===== src/rtl/booth_pkg.sv =====
// Shared types, sizes and the radix-8 group encoder for the sequential Booth
// mantissa multiplier.
package booth_pkg;

  localparam int unsigned N            = 23;
  localparam int unsigned OP_W         = N + 1;
  localparam int unsigned PP_W         = N + 3;
  localparam int unsigned PROD_W       = 2 * N + 2;
  localparam int unsigned ACC_W        = 2 * N + 5;
  localparam int unsigned BOOTH_GROUPS = 9;

  typedef enum logic [1:0] {
    IDLE,
    PRECOMP,
    ITER,
    DONE
  } t_ctrl_state;

  // code is the multiple magnitude 0..4 (0, X, 2X, 3X, 4X)
  typedef struct packed {
    logic       sign;
    logic [2:0] code;
  } t_enc_out;

  typedef struct packed {
    logic            sign;
    logic [PP_W-1:0] pp_bits;
  } t_bs_comp_out;

  function automatic t_enc_out booth_encode(input logic [3:0] grp);
    t_enc_out e;
    e = '0;
    case (grp)
      4'b0000: e = '{sign: 1'b0, code: 3'd0};
      4'b0001: e = '{sign: 1'b0, code: 3'd1};
      4'b0010: e = '{sign: 1'b0, code: 3'd1};
      4'b0011: e = '{sign: 1'b0, code: 3'd2};
      4'b0100: e = '{sign: 1'b0, code: 3'd2};
      4'b0101: e = '{sign: 1'b0, code: 3'd3};
      4'b0110: e = '{sign: 1'b0, code: 3'd3};
      4'b0111: e = '{sign: 1'b0, code: 3'd4};
      4'b1000: e = '{sign: 1'b1, code: 3'd4};
      4'b1001: e = '{sign: 1'b1, code: 3'd3};
      4'b1010: e = '{sign: 1'b1, code: 3'd3};
      4'b1011: e = '{sign: 1'b1, code: 3'd2};
      4'b1100: e = '{sign: 1'b1, code: 3'd2};
      4'b1101: e = '{sign: 1'b1, code: 3'd1};
      4'b1110: e = '{sign: 1'b1, code: 3'd1};
      default: e = '{sign: 1'b0, code: 3'd0};
    endcase
    return e;
  endfunction

endpackage


===== src/rtl/booth_mult_seq_ctrl_if.sv =====
// Operand/product valid-ready bundle for booth_mult_seq_ctrl.
// master = producer/consumer side, slave = the multiplier controller.
interface booth_mult_seq_ctrl_if;

  logic                        in_valid;
  logic                        in_ready;
  logic [booth_pkg::OP_W-1:0]  i_mant_a;
  logic [booth_pkg::OP_W-1:0]  i_mant_b;
  logic                        out_valid;
  logic                        out_ready;
  logic [booth_pkg::PROD_W-1:0] o_product;

  modport master (
    output in_valid, i_mant_a, i_mant_b, out_ready,
    input  in_ready, out_valid, o_product
  );

  modport slave (
    input  in_valid, i_mant_a, i_mant_b, out_ready,
    output in_ready, out_valid, o_product
  );

endinterface


===== src/rtl/booth_select.sv =====
// Selects the Booth multiple for one group and 1's-complements it for
// negative selections; the +1 is added by the accumulator.
module booth_select
  import booth_pkg::*;
(
  input  logic [OP_W-1:0] mant_x_i,
  input  logic [PP_W-1:0] x3_i,
  input  t_enc_out        enc_i,
  output t_bs_comp_out    comp_o
);

  logic [PP_W-1:0] x1;
  logic [PP_W-1:0] x2;
  logic [PP_W-1:0] x4;
  logic [PP_W-1:0] mag;

  always_comb begin
    x1  = PP_W'(mant_x_i);
    x2  = x1 << 1;
    x4  = x1 << 2;
    mag = '0;
    case (enc_i.code)
      3'd1:    mag = x1;
      3'd2:    mag = x2;
      3'd3:    mag = x3_i;
      3'd4:    mag = x4;
      default: mag = '0;
    endcase
    comp_o.sign    = enc_i.sign;
    comp_o.pp_bits = enc_i.sign ? ~mag : mag;
  end

endmodule


===== src/rtl/booth_mult_seq_ctrl.sv =====
// Sequential radix-8 Booth mantissa multiplier controller: one group per cycle.
// Optional BOOTH_CTRL_ZERO_SKIP_EN short-circuits zero operands straight to DONE.
module booth_mult_seq_ctrl
  import booth_pkg::*;
(
  input  logic                        clk,
  input  logic                        rst_n,
  booth_mult_seq_ctrl_if.slave        io,
  output logic                        o_busy
);

  t_ctrl_state       state_q, state_d;
  logic [OP_W-1:0]   x_q, x_d;
  logic [OP_W-1:0]   y_q, y_d;
  logic [PP_W-1:0]   x3_q, x3_d;
  logic [ACC_W-1:0]  acc_q, acc_d;
  logic [3:0]        j_q, j_d;

  logic [OP_W+3:0]   y_ext;
  logic [4:0]        shamt;
  logic [3:0]        grp;
  t_enc_out          enc;
  t_bs_comp_out      comp;
  logic [ACC_W-1:0]  pp_ext;

  // y[-1]=0 at bit 0, three zero bits above the MSB for the last group
  assign y_ext = {3'b000, y_q, 1'b0};
  assign shamt = {1'b0, j_q} * 5'd3;
  assign grp   = y_ext[shamt +: 4];
  assign enc   = booth_encode(grp);

  booth_select u_sel (
    .mant_x_i (x_q),
    .x3_i     (x3_q),
    .enc_i    (enc),
    .comp_o   (comp)
  );

  // Multiples are unsigned, so the extension comes from the selection sign
  // rather than from the top bit of the 26-bit field (4X can reach bit 25).
  assign pp_ext = {{(ACC_W-PP_W){comp.sign}}, comp.pp_bits};

  always_comb begin
    state_d = state_q;
    x_d     = x_q;
    y_d     = y_q;
    x3_d    = x3_q;
    acc_d   = acc_q;
    j_d     = j_q;
    case (state_q)
      IDLE: begin
        if (io.in_valid) begin
          x_d   = io.i_mant_a;
          y_d   = io.i_mant_b;
          acc_d = '0;
          j_d   = '0;
`ifdef BOOTH_CTRL_ZERO_SKIP_EN
          state_d = ((io.i_mant_a == '0) || (io.i_mant_b == '0)) ? DONE : PRECOMP;
`else
          state_d = PRECOMP;
`endif
        end
      end
      PRECOMP: begin
        x3_d    = PP_W'(x_q) + (PP_W'(x_q) << 1);
        state_d = ITER;
      end
      ITER: begin
        acc_d = acc_q + (pp_ext << shamt) + (ACC_W'(comp.sign) << shamt);
        if (j_q == 4'(BOOTH_GROUPS - 1)) begin
          j_d     = '0;
          state_d = DONE;
        end else begin
          j_d = j_q + 4'd1;
        end
      end
      DONE: begin
        if (io.out_ready) state_d = IDLE;
      end
      default: state_d = IDLE;
    endcase
  end

  always_ff @(posedge clk or negedge rst_n) begin
    if (!rst_n) begin
      state_q <= IDLE;
      x_q     <= '0;
      y_q     <= '0;
      x3_q    <= '0;
      acc_q   <= '0;
      j_q     <= '0;
    end else begin
      state_q <= state_d;
      x_q     <= x_d;
      y_q     <= y_d;
      x3_q    <= x3_d;
      acc_q   <= acc_d;
      j_q     <= j_d;
    end
  end

  // Product is gated so intermediate accumulator values never appear.
  assign io.in_ready  = (state_q == IDLE);
  assign io.out_valid = (state_q == DONE);
  assign io.o_product = (state_q == DONE) ? acc_q[PROD_W-1:0] : '0;
  assign o_busy       = (state_q != IDLE);

endmodule

===== src/flat_wrapper.sv =====
// flat-port wrapper written by rule: the top's interface ports become plain ports
module booth_mult_seq_ctrl_flat import booth_pkg::*;
  (clk, rst_n, o_busy, io_in_valid, io_i_mant_a, io_i_mant_b, io_out_ready, io_in_ready, io_out_valid, io_o_product);
  booth_mult_seq_ctrl_if io_i ();
  input  logic clk;
  input  logic rst_n;
  output logic o_busy;
  input wire logic [$bits(io_i.in_valid)-1:0] io_in_valid;
  input wire logic [$bits(io_i.i_mant_a)-1:0] io_i_mant_a;
  input wire logic [$bits(io_i.i_mant_b)-1:0] io_i_mant_b;
  input wire logic [$bits(io_i.out_ready)-1:0] io_out_ready;
  output wire logic [$bits(io_i.in_ready)-1:0] io_in_ready;
  output wire logic [$bits(io_i.out_valid)-1:0] io_out_valid;
  output wire logic [$bits(io_i.o_product)-1:0] io_o_product;
  assign io_i.in_valid = io_in_valid;
  assign io_i.i_mant_a = io_i_mant_a;
  assign io_i.i_mant_b = io_i_mant_b;
  assign io_i.out_ready = io_out_ready;
  assign io_in_ready = io_i.in_ready;
  assign io_out_valid = io_i.out_valid;
  assign io_o_product = io_i.o_product;
  booth_mult_seq_ctrl u_core (.clk(clk), .rst_n(rst_n), .io(io_i), .o_busy(o_busy));
endmodule

===== config.mk =====
export PLATFORM = sky130hd
export DESIGN_NAME = booth_mult_seq_ctrl_flat
export DESIGN_NICKNAME = d
export VERILOG_FILES = /design/src/rtl/booth_pkg.sv /design/src/rtl/booth_mult_seq_ctrl_if.sv /design/src/rtl/booth_select.sv /design/src/rtl/booth_mult_seq_ctrl.sv /design/src/flat_wrapper.sv
export SDC_FILE = /design/constraint.sdc
export NUM_CORES = 1
export LEC_CHECK = 0
export ABC_AREA = 1
export BUFFER_PORTS_ARGS = -buffer_cell sky130_fd_sc_hd__buf_2
export CAP_MARGIN = 20
export CORE_ASPECT_RATIO = 0.7
export CORE_MARGIN = 2
export CORE_UTILIZATION = 50
export CTS_BUF_LIST = sky130_fd_sc_hd__clkbuf_8
export DETAILED_ROUTE_END_ITERATION = 10
export GPL_ROUTABILITY_DRIVEN = 0
export MAX_ROUTING_LAYER = met4
export PLACE_DENSITY = 0.72
export SETUP_SLACK_MARGIN = 0.4
export SLEW_MARGIN = 20
export SYNTH_ARGS = -nofsm -noshare
export SYNTH_HDL_FRONTEND = slang
export SYNTH_SLANG_ARGS = --single-unit

===== constraint.sdc =====
create_clock -name clk -period 7.8 [get_ports clk]
set_input_delay 1.17 -clock clk [delete_from_list [all_inputs] [get_ports clk]]
set_output_delay 1.17 -clock clk [all_outputs]
set_load 0.01 [all_outputs]

; ---- Word-level counts from Yosys, hierarchy flattened
; Memory sizes are Yosys's and may differ from the RTL's.
; Index checks and enable logic that the tools add are counted.
[classes]
add_sub_neg = 4
n_mul = 1
n_eq_ne = 11
shifts = 3
n_mux = 12
bitwise_logic = 1
n_reduce_logical = 6
[op_table]
columns = cell, count
row1 = $pmux 26 s4, 1
row2 = $add 51x51->51, 2
row3 = $pmux 51 s2, 1
row4 = $mux 51, 1
row5 = $shl 1x5->51, 1
row6 = $shl 51x5->51, 1
row7 = $mux 48, 1
row8 = $shiftx 28x6->4, 1
row9 = $add 24x25->26, 1
row10 = $mux 26, 1
row11 = $not 26->26, 1
row12 = $mux 4, 2
row13 = $pmux 2 s4, 1
row14 = $pmux 4 s2, 1
row15 = $eq 3x2->1 const B, 2
row16 = $mux 2, 3
row17 = $mul 4x2->5 const B, 1
row18 = $add 4x1->4 const B, 1
row19 = $eq 2x2->1 const B, 2
row20 = $eq 4x4->1 const B, 1
row21 = $ne 2x2->1 const B, 2
row22 = $reduce_and 2->1, 2
row23 = $reduce_bool 2->1, 2
row24 = $eq 3x1->1 const B, 1
row25 = 5 further kinds, 5
[word_totals]
ff_bits = 131
mem_bits_ro = 64
inputBits = 52
wordCells = 45
n_memories = 1
[memory_table]
columns = name, words, width, rd, rd_clocked_by_memory_dff, write_ports, line_no
row1 = (no name shown), 16, 4, 1, 0, 0, booth_pkg.sv:33  ; case (grp)

; ---- Longest topological paths before layout
; Gate-level depths: netlist (run 1).
; An unclocked memory read counts as a cell.
[logic_depth]
word_depth = 11
ltp_mapped = 60
ltp_nobuf = 56

; ---- Cells and area by module
; A second synthesis (run 1) with hierarchy kept.
[unflattened]
cells_unflattened = 2494
area_unflattened_um2 = 15557.4
[by_module_without_submodules]
columns = module, instances, cells_per_inst, area_per_inst_um2, seq_area_each_um2
row1 = booth_mult_seq_ctrl, 1, 2210, 14102.3, 3203.1
row2 = booth_select, 1, 284, 1455.1, 0.0

; ---- Worst setup path after synthesis (run 1)
; No wires, ideal clock.
[synth_path]
kind = register to register
startpoint = reg u_core.j_q[0]
endpoint = reg u_core.acc_q[41]
setup_ps = 118
arrival_time_ps = 7185
required_ps = 7682
setup_slack_ps = 497
path_stages_with_launch = 60
synth_period_minus_slack_ps = 7303
path_cell_list = dfrtp_1 buf_6 inv_4 buf_4 clkbuf_1 clkbuf_1 ha_1 buf_6 inv_4 nor2_8 inv_2 a21oi_1 or4_1 o211ai_1 nand2_1 inv_1 ha_1 nand3_1 (+24 left out) o21ai_0 inv_1 nor2_1 nor2_1 o21ai_0 a21oi_1 inv_1 nand2_1 nand2_1 nand2_1 nand2_1 nand2_1 nand2_1 nand2_1 nand2_1 nand2_1 nand3_1 nand2_1
[synth_via]
elab_chain_cells = 11
elab_cells_between_ends = 15
[synth_lines]
columns = element, line_no
row1 = "start, declared", booth_mult_seq_ctrl.sv:17  ; logic [3:0] j_q, j_d;
row2 = "start signal, assigned", booth_mult_seq_ctrl.sv:98  ; j_q <= j_d;
row3 = $mul 4x2->5 (*), booth_mult_seq_ctrl.sv:28  ; assign shamt = {1'b0, j_q} * 5'd3;
row4 = $shiftx 28x6->4, booth_mult_seq_ctrl.sv:29  ; assign grp = y_ext[shamt +: 4];
row5 = $mem_v2 16x4, --
row6 = "$eq 3x3->1, or another cell as far along", booth_select.sv:22  ; case (enc_i.code)
row7 = $pmux 26 s4, booth_select.sv:22
row8 = $not 26->26, booth_select.sv:30  ; comp_o.pp_bits = enc_i.sign ? ~mag : mag;
row9 = $mux 26, booth_select.sv:30
row10 = $shl 51x5->51, booth_mult_seq_ctrl.sv:69  ; acc_d = acc_q + (pp_ext << shamt) + (ACC_W'(comp.sign) << shamt);
row11 = $add 51x51->51, booth_mult_seq_ctrl.sv:69
row12 = $add 51x51->51 (*), booth_mult_seq_ctrl.sv:69
row13 = $pmux 51 s2 (*), booth_mult_seq_ctrl.sv:50  ; case (state_q)
row14 = "end signal, assigned", booth_mult_seq_ctrl.sv:90  ; acc_q <= '0;
row15 = "end signal, assigned", booth_mult_seq_ctrl.sv:97  ; acc_q <= acc_d;
row16 = "end, declared", booth_mult_seq_ctrl.sv:16  ; logic [ACC_W-1:0] acc_q, acc_d;
; Mark *: on every way between the ends. The rest lies on a longest branch, timed or not.
; A chain may end at the register's enable or synchronous reset.

; ---- Worst setup path in the final report (run 1)
[layout_path]
startpoint = reg u_core.j_q[1]
endpoint = reg u_core.acc_q[41]
; The elaborated chain is that of the path after synthesis.

==> flow_summary.toml, run 1 <==
[placed_design]
dp_cells = 2618
port_buffers = 102
pre_cts_ws_ns = -0.0698
dp_hpwl_um = 32900

[timing]
final_max_slew_viol_count = 0
finalSetupViolations = 0
fin_crit_ns = 7.33
fmax_mhz = 136
rsz0062_at_grt = "true"
setup_slack_ns = 0.466
fin_tns_setup_ns = 0
final.setup_skew_ns = 0.0265
hold_viol = 0
hold_slack_ns = 0.496
worst_slew_margin_rel = 0.361
worst_pin_slew_ns = 0.958
final.period_utilization = 0.940

[setup_path]
criticalPathCategory = "register to register"
startpoint_type = "register"
cp_common_cell = "nand2_2"
worst_path_max_delay_cell = "or4_1"
r2r_end = "u_core.acc_q[41]"
path_max_fanout = 7
cpPeakStageDelay_ns = 0.52
r2r_cells = 50
cp_data_arrival_time_ns = 7.74
cp-startpoint = "u_core.j_q[1]"
cp.required_ns = 8.20
critPathCaptureType = "register"
reg2reg_slack_ns = 0.47
r2r_start = "u_core.j_q[1]"

[logic_synthesis]
synth_cell_types = 60
ys_seq_area_frac = 0.229
netlist_top_cells_count = "700 x nand2_1, 289 x inv_1, 209 x nand3_1"
synth-seq-cells = 128
synthTopCellsByArea = "dfrtp_1 23%, nand2_1 19%, ha_1 8.9%"
synth_top_family_by_area = "simple AND/OR/NAND/NOR gates"
syn_inst = 2191
yosys.area.top_type = "dfrtp_1"
synth-compound-area-share = 0.161
synth-simple-area-share = 0.328
synth_edf_count = 0
yosysMostFrequentCell = "nand2_1"
syn-cell-area_um2 = 14000
syn-mean-instance-area_um2 = 6.38
synthAdderAreaFrac = 0.139
synthArstFlopShare = 1.00
synth_mux_area_frac = 0
synth_top_area_frac = 0.229
synth_warnings = 0
synth_xor_area_frac = 0.0319
synthFlopType = "dfrtp_1"

[clock_tree]
clock_sinks = 128
hold_buffers = 0
cts.path.max_buffers = 2
insertion_delay_ns = 0.53
path_clk_slew_ns = 0.09
h-tree-depth = 4
cts_tree = "yes"
cts_buffers = 17
clockRootBuffer = "clkbuf_8"

[die]
dieHeight_um = 144
die_x_um = 204
io_pins = 103
coreArea_um2 = 27600
initial_utilization = 0.506
die-area_um2 = 29300
fp-row-count = 51

[route]
via_per_inst = 5.62
routed_wl_um = 44500
initialDrtViolationCount = 1841
dr.pass1.iters = 8
vias = 15100
drtAntennaViolNets = 0
drc = 0
wl_per_cell_um = 16.5

[layout]
finalNonFillerCells = 2689
antenna_cells = 0
area_delta_synth_final_pct = 17.4
drive_above_1_share = 0.182
nNetsFinal = 2491
fill_cells = 2616

[worst_hold_path]
hp-start = "u_core.x3_q[24]"
hp-class = "register to register"
min_path_cells = 2
holdPathEnd = "u_core.x3_q[24]"

[run_status]
outcome = "finished clean"

[global_route]
use_met3 = 0.0757
grt_util_all_layers = 0.308
grt_pass1_vias = 13700
use_met1 = 0.438
grt_pass1_wl_um = 69800
overflow = 0
antenna_found_initial = 0
grt_max_degree = 77
top_usage_layer = "met2"
use_met2 = 0.439

[run]
drv_cap = 0
## critical path: cells and delay by family, from the launching register on
family / cells / cell delay, ns
xor gates and xnor gates: 1 / 0.20
and+or+nand+nor: 31 / 3.10
adders and majority gates: 6 / 1.96
buffers and inverters: 6 / 0.59
DFF: 1 / 0.44
AOI/OAI and AO/OA: 6 / 0.88
## sequential cells by signal, indices dropped and copies added (netlist names)
| name | cells |
|---|---|
| u_core.j_q | 4 |
| u_core.x_q | 24 |
| u_core.acc_q | 48 |
| u_core.state_q | 2 |
| u_core.y_q | 24 |
| u_core.x3_q | 26 |
## through the flow
| step | cell area, um2 | util |
|---|---|---|
| after global placement | 14800 | 0.536 |
| after detailed placement | 14800 | 0.536 |
| after global routing | 16400 | 0.594 |
| after floorplan | 14000 | - |
| after CTS | 15400 | 0.558 |
| final | 16400 | 0.594 |
## how the worst max path moves through the flow
stage / end / depth (start not counted)
after global routing: u_core.acc_q[42] / 48
after detailed placement: u_core.acc_q[41] / 53
after floorplan: u_core.acc_q[41] / 59
final: u_core.acc_q[41] / 50
after global placement: u_core.acc_q[41] / 53
after CTS: u_core.acc_q[47] / 48
## cells in the final DEF, fill, tap and decap left out, types with 34 or more instances in the layout
master	netlist	final
a21oi_1	121	103
buf_2	16	101
buf_4	3	56
dfrtp_1	128	127
ha_1	99	77
inv_1	289	271
nand2_1	700	657
nand2_2	13	47
nand3_1	209	181
nor2_1	137	123
o21ai_0	146	129
o21ai_1	35	43
xor2_1	37	34
## final cells by class
cell class                      instances  area (um2)  share of cell area
Sequential cell                       128        3200               0.195
Timing Repair Buffer                  169        1070              0.0654
Multi-Input combinational cell       1690       10100               0.616
Inverter                              299        1140              0.0697
Tap cell                              371         464              0.0283
Clock buffer                           21         289              0.0176
Clock inverter                         11         130             0.00793
## cells by family (layout without fill, tap and decap cells)
kind of cell               Yosys count  in the layout
buffers and inverters              382            500
DFF                                128            128
adders and majority gates          134            134
other                                1             10
xor gates and xnor gates            50             50
AOI/OAI and AO/OA                  398            398
and+or+nand+nor                   1098           1098
## what timing repair did
action,CTS,global route
endpoints found under the setup margin,22,33
pin swaps,10,82
resized for setup,33,193
setup buffers,5,33
gates cloned,0,1
## layer usage
metal | wire (um) | vias to the layer above | share of wire
li1 | - | 7303 | -
met1 | 20300 | 6976 | 0.46
met2 | 18700 | 769 | 0.42
met3 | 4770 | 71 | 0.11
met4 | 699 | 0 | 0.016
met5 | 0 | - | 0
Power of run 1 is not shown: default switching activity piles up to over one toggle a cycle in this logic, so the estimate is an artifact.
==> run 2: changes to the inputs <==
--- a/config.mk
+++ b/config.mk
@@ -7,17 +7,16 @@
 export LEC_CHECK = 0
 export ABC_AREA = 1
 export BUFFER_PORTS_ARGS = -buffer_cell sky130_fd_sc_hd__buf_2
-export CAP_MARGIN = 20
 export CORE_ASPECT_RATIO = 0.7
 export CORE_MARGIN = 2
 export CORE_UTILIZATION = 50
 export CTS_BUF_LIST = sky130_fd_sc_hd__clkbuf_8
 export DETAILED_ROUTE_END_ITERATION = 10
 export GPL_ROUTABILITY_DRIVEN = 0
+export GPL_TIMING_DRIVEN = 0
 export MAX_ROUTING_LAYER = met4
 export PLACE_DENSITY = 0.72
 export SETUP_SLACK_MARGIN = 0.4
-export SLEW_MARGIN = 20
 export SYNTH_ARGS = -nofsm -noshare
 export SYNTH_HDL_FRONTEND = slang
 export SYNTH_SLANG_ARGS = --single-unit
==> run 2 against run 1 <==
  * The run now ends with negative setup slack left
  * Critical path type unchanged
  * Non-clock buffer count increased by 119
  * Worst hold slack got worse by 0.0011 ns
  * Clock skew fell by 0.0056 ns
  * Register-to-register slack got worse by 0.52 ns
  * Maximum frequency shrank 6.6%
  * First-iteration DRC count grew 15%
  * Via count is 7.4% higher
  * Clock-buffer cell count is 4 lower
  * Setup slack got worse by 0.52 ns
  * Die area did not move
  * Largest cell class unchanged
  * Flip-flop and latch count stayed put
==> flow_summary.toml, run 2 (synthesized netlist as in run 1, its figures left out) <==
[route]
routed_wl_um = 49400
drc = 0
wl_met2_um = 20300
dr.max_layer_used = "met4"
wl_met3_um = 6050
drtAntennaViolNets = 0
dr.pass1.iters = 8
vias = 16200
initialDrtViolationCount = 2125
met1_length_um = 21700
via_per_inst = 5.78
wl_per_cell_um = 17.6

[global_route]
grt_max_degree = 72
grt_util_all_layers = 0.337
antenna_found_initial = 0
grt_pass1_vias = 14400
overflow = 0
grt_pass1_wl_um = 75000

[setup_path]
cp.required_ns = 8.22
endpoint = "u_core.acc_q[34]"
reg2reg_slack_ns = -0.05
r2r_cells = 45
worst-path-stages = 45
critPathBufInv = 15
cp_data_arrival_time_ns = 8.27
criticalPathCategory = "register to register"
cp-startpoint = "u_core.j_q[0]"
cpPeakStageDelay_ns = 0.57
path_max_fanout = 10
path_delay_family = "compound AO/OA/AOI/OAI gates"
startpoint_type = "register"
critPathCaptureType = "register"
r2r_start = "u_core.j_q[0]"
r2r_end = "u_core.acc_q[34]"
worst_path_max_delay_cell = "fa_1"

[clock_tree]
insertion_delay_ns = 0.53
cts_tree = "yes"
cts.path.max_buffers = 2
path_clk_slew_ns = 0.09
h-tree-depth = 4
cts_buffers = 17
clock_sinks = 128
clockRootBuffer = "clkbuf_8"

[timing]
rsz0062_at_grt = "true"
fmax_mhz = 127
final.period_utilization = 1.01
worst_slew_margin_rel = 0.420
fin_tns_setup_ns = -0.0508
hold_viol = 0
hold_slack_ns = 0.495
worst_pin_slew_ns = 0.870
fin_crit_ns = 7.85
final.setup_skew_ns = 0.0209
finalSetupViolations = 1
final_max_slew_viol_count = 0
setup_slack_ns = -0.0508

[layout]
layout.cells.most_common = "nand2_1"
nNetsFinal = 2610
final_cell_mix = "657 x nand2_1, 274 x inv_1, 184 x nand3_1"
multi_input_area_um2 = 10300
area_delta_synth_final_pct = 24.0
fill_cells = 2508
largest-register = "u_core.acc_q"
drive_above_1_share = 0.204
seqCellArea_um2 = 3200
reg_top3 = "u_core.acc_q (48), u_core.x3_q (26)"
largest_register_ffs = 48
final_util = 0.627

[die]
die_x_um = 204
coreArea_um2 = 27600
die-area_um2 = 29300
initial_utilization = 0.506
io_pins = 103
dieHeight_um = 144
fp-row-count = 51

[placed_design]
pre_cts_ws_ns = -1.21
port_buffers = 102
dp_hpwl_um = 36300

[worst_hold_path]
hp-start = "u_core.x3_q[14]"
hp-class = "register to register"

[run_status]
violations = "negative setup slack"
outcome = "complete, but fails checks"

[run]
drv_cap = 0
-- run 2: cell types whose count changed in the layout (fill, tap and decap cells not counted), sizes merged --
| cell | change |
|---|---|
| inv | +3 |
| clkbuf | +35 |
| bufinv | +1 |
| clkinv | +2 |
| diode | +1 |
| clkinvlp | -2 |
| buf | +80 |
-- run 2: routing by layer --
metal,track usage,vias to the layer above
li1,-,7560
met1,0.475,7513
met2,0.475,1003
met3,0.0887,159
met4,0.0845,0
met5,-,-
-- run 2: cell type report --
class	count	area share
inverter	299	0.0668
buffer	83	0.0292
antenna	1	0.000144
tap	371	0.0268
timing repair buffer	205	0.0765
clock inverter	15	0.0105
sequential	128	0.185
multi-input combinational	1690	0.592
clock buffer	17	0.0135
-- run 2: repair_timing --
item / 4_1_cts / 5_1_grt
gates resized for setup: 116 / 176
cloned: 1 / 0
setup endpoints to repair: 39 / 40
buffers inserted: 67 / 34
hold buffers: 0 / 0
pin swaps: 49 / 75
-- run 2: metrics by stage --
stage | area (um2) | std cells
3_3_place_gp | 15000 | 2673
2_1_floorplan | 14000 | 2200
3_5_place_dp | 15000 | 2674
6_report | 17300 | 2809
5_1_grt | 17300 | 2808
4_1_cts | 16400 | 2774
-- run 2: worst min-delay path by stage --
| stage | endpoint | cells after the start |
|---|---|---|
| after floorplan | u_core.x3_q[1] | 2 |
| after global placement | u_core.x3_q[1] | 2 |
| after detailed placement | u_core.x3_q[1] | 2 |
| after CTS | u_core.x3_q[14] | 2 |
| after global routing | u_core.x3_q[10] | 2 |
| final | u_core.x3_q[14] | 2 |
-- run 2: worst register-to-register path: cells and delay by family (launching register included) --
family,cells,cell delay [ns]
compound gates,13,2.67
xor+xnor,1,0.13
fa+ha+maj,4,1.25
buf+inv,15,1.79
flops,1,0.40
simple gates,12,1.55
Power of run 2 is left out for the same reason.
